===== config.mk =====
export PLATFORM = sky130hd
export DESIGN_NAME = uart_tx_fifo
export DESIGN_NICKNAME = d
export VERILOG_FILES = /design/src/rtl/uart_tx_fifo.sv
export SDC_FILE = /design/constraint.sdc
export NUM_CORES = 1
export LEC_CHECK = 0
export BUFFER_PORTS_ARGS = -buffer_cell sky130_fd_sc_hd__buf_4
export CAP_MARGIN = 20
export CORE_MARGIN = 2
export CORE_UTILIZATION = 65
export CTS_CLUSTER_SIZE = 14
export DETAILED_ROUTE_END_ITERATION = 6
export PLACE_DENSITY = 0.88
export SYNTH_ARGS = -nofsm -noshare
export SYNTH_HDL_FRONTEND = slang
export SYNTH_SLANG_ARGS = --single-unit

===== constraint.sdc =====
create_clock -name sys_clk -period 7.5 [get_ports sys_clk]
set_clock_uncertainty 0.05 [all_clocks]
set_input_delay 1.125 -clock sys_clk [delete_from_list [all_inputs] [get_ports sys_clk]]
set_output_delay 1.125 -clock sys_clk [all_outputs]
set_load 0.1 [all_outputs]

===== src/rtl/uart_tx_fifo.sv =====
// ---------------------------------------------------------------------------
// uart_tx_fifo
//   UART transmitter fed by a write-side FIFO. Words enter through a
//   valid/ready handshake, are buffered, and leave as serial frames
//   (start, DATA_BITS payload LSB first, optional parity, STOP_BITS stop
//   bits) with no idle gap between consecutive frames.
//
// Ports
//   sys_clk       in   clock, all logic on the rising edge
//   sys_rst_n     in   synchronous active-low reset
//   tx_valid      in   tx_data is valid this cycle
//   tx_data       in   payload word, LSB transmitted first
//   tx_ready      out  FIFO can accept a word this cycle
//   uart_txd      out  registered serial line, idle high
//   uart_tx_busy  out  FIFO non-empty or frame in progress
//   fifo_count    out  number of stored words, 0..FIFO_DEPTH
// ---------------------------------------------------------------------------
module uart_tx_fifo #(
  parameter int CLK_FREQUENCY = 10_000_000,
  parameter int UART_BPS      = 115200,
  parameter int DATA_BITS     = 8,
  parameter int PARITY        = 0,
  parameter int STOP_BITS     = 1,
  parameter int FIFO_DEPTH    = 16
) (
  input  logic                          sys_clk,
  input  logic                          sys_rst_n,
  input  logic                          tx_valid,
  input  logic [DATA_BITS-1:0]          tx_data,
  output logic                          tx_ready,
  output logic                          uart_txd,
  output logic                          uart_tx_busy,
  output logic [$clog2(FIFO_DEPTH):0]   fifo_count
);

  localparam int BPS_CNT = CLK_FREQUENCY / UART_BPS;
  localparam int BAUD_W  = (BPS_CNT > 1) ? $clog2(BPS_CNT) : 1;
  localparam int PTR_W   = $clog2(FIFO_DEPTH);
  localparam int CNT_W   = PTR_W + 1;
  localparam int BIT_W   = 4;

  typedef enum logic [2:0] {
    ST_IDLE,
    ST_START,
    ST_DATA,
    ST_PARITY,
    ST_STOP
  } state_t;

  state_t               state_q,  state_d;
  logic [BAUD_W-1:0]    baud_q,   baud_d;
  logic [BIT_W-1:0]     bit_q,    bit_d;
  logic [DATA_BITS-1:0] shift_q,  shift_d;
  logic                 par_q,    par_d;
  logic                 txd_q,    txd_d;
  logic [PTR_W-1:0]     wr_ptr_q, wr_ptr_d;
  logic [PTR_W-1:0]     rd_ptr_q, rd_ptr_d;
  logic [CNT_W-1:0]     count_q,  count_d;

  logic [DATA_BITS-1:0] mem_q [FIFO_DEPTH];

  logic                 wr_en;
  logic                 pop;
  logic                 fifo_empty;
  logic                 baud_end;
  logic [DATA_BITS-1:0] head;

  // Ready depends only on the registered count, so a pop in the same cycle
  // never opens a slot while full.
  assign tx_ready     = (count_q != CNT_W'(FIFO_DEPTH));
  assign fifo_empty   = (count_q == '0);
  assign wr_en        = tx_valid && tx_ready;
  assign baud_end     = (baud_q == BAUD_W'(BPS_CNT - 1));
  assign head         = mem_q[rd_ptr_q];

  assign uart_txd     = txd_q;
  assign uart_tx_busy = (state_q != ST_IDLE) || !fifo_empty;
  assign fifo_count   = count_q;

  // Frame sequencer. Each state lasts BPS_CNT cycles per bit; STOP repeats
  // STOP_BITS times and chains directly into the next START when data waits.
  always_comb begin
    state_d = state_q;
    baud_d  = baud_q;
    bit_d   = bit_q;
    shift_d = shift_q;
    par_d   = par_q;
    pop     = 1'b0;

    case (state_q)
      ST_IDLE: begin
        baud_d = '0;
        bit_d  = '0;
        if (!fifo_empty) begin
          pop     = 1'b1;
          state_d = ST_START;
        end
      end

      ST_START: begin
        if (baud_end) begin
          baud_d  = '0;
          bit_d   = '0;
          state_d = ST_DATA;
        end else begin
          baud_d = baud_q + BAUD_W'(1);
        end
      end

      ST_DATA: begin
        if (baud_end) begin
          baud_d  = '0;
          shift_d = shift_q >> 1;
          if (bit_q == BIT_W'(DATA_BITS - 1)) begin
            bit_d   = '0;
            state_d = (PARITY != 0) ? ST_PARITY : ST_STOP;
          end else begin
            bit_d = bit_q + BIT_W'(1);
          end
        end else begin
          baud_d = baud_q + BAUD_W'(1);
        end
      end

      ST_PARITY: begin
        if (baud_end) begin
          baud_d  = '0;
          bit_d   = '0;
          state_d = ST_STOP;
        end else begin
          baud_d = baud_q + BAUD_W'(1);
        end
      end

      ST_STOP: begin
        if (baud_end) begin
          baud_d = '0;
          if (bit_q == BIT_W'(STOP_BITS - 1)) begin
            bit_d = '0;
            if (!fifo_empty) begin
              pop     = 1'b1;
              state_d = ST_START;
            end else begin
              state_d = ST_IDLE;
            end
          end else begin
            bit_d = bit_q + BIT_W'(1);
          end
        end else begin
          baud_d = baud_q + BAUD_W'(1);
        end
      end

      default: state_d = ST_IDLE;
    endcase

    // The head word is captured together with its parity at pop time so the
    // FIFO slot can be reused immediately.
    if (pop) begin
      shift_d = head;
      par_d   = (PARITY == 1) ? ~^head : ^head;
    end
  end

  // Line level follows the current state one cycle later; this delay is the
  // same for every bit, so frame and bit lengths are preserved exactly.
  always_comb begin
    txd_d = 1'b1;
    case (state_q)
      ST_START:  txd_d = 1'b0;
      ST_DATA:   txd_d = shift_q[0];
      ST_PARITY: txd_d = par_q;
      default:   txd_d = 1'b1;
    endcase
  end

  // FIFO bookkeeping; pointers wrap naturally because the depth is a power of two.
  always_comb begin
    wr_ptr_d = wr_en ? (wr_ptr_q + PTR_W'(1)) : wr_ptr_q;
    rd_ptr_d = pop   ? (rd_ptr_q + PTR_W'(1)) : rd_ptr_q;
    count_d  = count_q;
    case ({wr_en, pop})
      2'b10:   count_d = count_q + CNT_W'(1);
      2'b01:   count_d = count_q - CNT_W'(1);
      default: count_d = count_q;
    endcase
  end

  always_ff @(posedge sys_clk) begin
    if (!sys_rst_n) begin
      state_q  <= ST_IDLE;
      baud_q   <= '0;
      bit_q    <= '0;
      shift_q  <= '0;
      par_q    <= 1'b0;
      txd_q    <= 1'b1;
      wr_ptr_q <= '0;
      rd_ptr_q <= '0;
      count_q  <= '0;
    end else begin
      state_q  <= state_d;
      baud_q   <= baud_d;
      bit_q    <= bit_d;
      shift_q  <= shift_d;
      par_q    <= par_d;
      txd_q    <= txd_d;
      wr_ptr_q <= wr_ptr_d;
      rd_ptr_q <= rd_ptr_d;
      count_q  <= count_d;
    end
  end

  // Storage has no reset; resetting the pointers and count flushes it.
  always_ff @(posedge sys_clk) begin
    if (sys_rst_n && wr_en) begin
      mem_q[wr_ptr_q] <= tx_data;
    end
  end

endmodule


==> impl_metrics.tcl <==
set metrics [dict create \
    maxCapViolCount 0 \
    yosysUniqueCellTypes 49 \
    dieWidth_um 109 \
    routedWlPerCell_um 21.9 \
    cp.required_ps 7930 \
    holdBufCountCts 0 \
    grt_pass1_wl_um 21000 \
    power_mw 2.74 \
    worstSkewPairLatency_ps 550 \
    drt-initial-drc-count 457 \
    routabilityCongestion 0.789 \
    cp_slowest_stage_delay_ps 520 \
    diodes 0 \
    crit_top_cell "ha_1" \
    cts.sinks 169 \
    finalSetupTns_ps 0 \
    synth-main-ff-cell "edfxtp_1" \
    antenna_found_initial 0 \
    drv_slew 0 \
    fin_hold_ws_ps 456 \
    start_util_pct 66.1 \
    startpoint_type "flop" \
    post_cts_buffers 0 \
    setup_viol 0 \
    p_per_area_nw_per_um2 350 \
    root_buffer "clkbuf_8" \
    status "finished clean" \
    relSlewSlack_pct 44.5 \
    dr.pass1.iters 5 \
    hold_viol_final 0 \
    crit_chain "ha_1 > nor4bb_1 > and3_1 > nand3_1 > a211o_1 > inv_2 > ha_1 > xor2_1 > ha_1 > o21ai_0 > a21oi_1 > a21oi_1 > xor2_1 > or3_1 > a21boi_0" \
    max_clock_freq_ghz 0.253 \
    period_minus_slack_ps 3950 \
    min_period_over_period_pct 52.6 \
    track_usage_pct 25.7 \
    synth_top_area_cell "edfxtp_1" \
    grt_max_degree 39 \
    critPathCaptureType "flop" \
    path_max_fanout 19 \
    syn-num-nets 490 \
    gr-total-overflow 0 \
    synth.most_common_cell "edfxtp_1" \
    synth-seq-cells 169 \
    cp_slowest_cell "a211o_1" \
    synth_area_per_cell_um2 15.2 \
    nFillCells 634 \
    hold_class "reg -> reg" \
    max_slew.worst_pin.slew_ps 829 \
    worstPathArrival_ps 4380 \
    yosys-top-cells-area "edfxtp_1 (54%), dfxtp_1 (12%), mux4_2 (7.0%), mux4_1 (3.7%), ha_1 (2.3%)" \
    portBuffers 18 \
    core_um2 10700 \
    synth.yosys.warnings 0 \
    top_level_ports 19 \
    die_area_um2 11800 \
    drtAntennaViolNets 0 \
    netlist_area_um2 7100 \
    ir_drop_uv 320 \
    drive_above_1_share_pct 15.4 \
    drt-vias-per-instance 6.27 \
    drcViolationCount 0 \
    cts_made_buffers 17 \
    grt_pass1_vias 3874 \
    totalWireLength_um 13900 \
    syn_to_final_growth_pct 10.4 \
    synth_top_area_share_pct 54.1 \
    critPathKind "reg -> reg" \
    ys_seq_area_share_pct 65.7 \
    async_flop_share_pct 0 \
    ctsResizeCount 0 \
    hpwl_um 8550 \
    synth_edf_count 128 \
    syn_inst 466 \
    die_h_um 109 \
    cts_tree "done" \
    rsz0062_at_grt "no" \
    leakage_nw 2.64 \
    critical-path-top-delay-family "simple AND/OR/NAND/NOR gates" \
    synthTopCellsByCount "edfxtp_1 (128), dfxtp_1 (41), nand2_1 (39)" \
    num_vias 3963 \
    clk_pin_slew_ps 70 \
    htree_levels 4 \
    cts_buffer_depth 2 \
    rows 38 \
    cp_num_buf_inv 1 \
    nNetsFinal 503 \
]
==> worst paths after layout <==
check | start | end | slack, ps | cells after the start
max | baud_q[0] | fifo_count[4] | 3550 | 15
min | bit_q[1] | bit_q[1] | 460 | 2
max reg2reg | baud_q[0] | fifo_count[4] | 3550 | 15
min reg2reg | bit_q[1] | bit_q[1] | 460 | 2
==> layer usage <==
metal	wire (um)	global-route usage [%]	part of all wire, %
met5	0	0	0
met4	267	8.42	1.9
met3	855	6.69	6.2
met2	7070	43.1	51
met1	5670	33.1	41
==> cells by family after synthesis <==
logic type                 count (synthesis)  share of synthesized area (%)
xor gates and xnor gates                  23                           2.84
buffers and inverters                     35                           2.80
and+or+nand+nor                          123                           8.54
muxes                                     39                           11.7
adders and majority gates                 13                           2.29
AOI/OAI and AO/OA                         64                           6.20
DFF                                      169                           65.7
==> tightest hold or removal path, delay by kind of cell, from the launching register on <==
family / cells / cell delay, ps
flops: 1 / 320
buf+inv: 1 / 70
compound gates: 1 / 60
==> metrics by stage <==
step | area (um^2) | util [%] | worst slack [ps] | instances
5_1_grt | 7840 | 73.0 | 3250 | 632
3_3_place_gp | 7250 | 67.5 | 3750 | 599
3_5_place_dp | 7250 | 67.5 | 3610 | 599
6_report | 7840 | 73.0 | 3550 | 632
4_1_cts | 7820 | 72.8 | 3590 | 631
2_1_floorplan | 7100 | - | 3090 | 466
==> area by class of cell <==
type                       count  area [um^2]  area share (%)
timing repair buffer          19          155            1.98
tap                          140          175            2.23
inverter                      10         37.5           0.479
clock buffer                  19          422            5.38
sequential                   169         4670            59.5
clock inverter                13          143            1.82
multi-input combinational    262         2240            28.6
==> registers in the layout (all words and copies together), names as in the netlist, named ones only <==
name / cells
rd_ptr_q: 4
mem_q: 128
baud_q: 7
par_q: 1
bit_q: 4
wr_ptr_q: 4
fifo_count: 5
shift_q: 8
uart_txd: 1
state_q: 3
==> cells in the final DEF, fill, tap and decap left out, types with 10 or more instances in the layout <==
master and instances:
ha_1 13, o21ai_0 11, clkbuf_16 16, dfxtp_1 39, edfxtp_1 128, nor2_1 31
a22oi_1 18, xnor2_1 15, mux4_2 22, and2_1 11, nand2_1 39, a21oi_1 13
mux4_1 10, buf_4 18
==> power by group <==
group | total [mW] | internal (mW) | switching, mW | leakage [nW]
sequential | 1.13 | 1.07 | 0.0632 | 1.49
combinational | 0.774 | 0.294 | 0.480 | 0.880
clock | 0.838 | 0.477 | 0.361 | 0.270
total | 2.74 | 1.84 | 0.904 | 2.64
No activity file was read; power rests on OpenSTA's default activity.
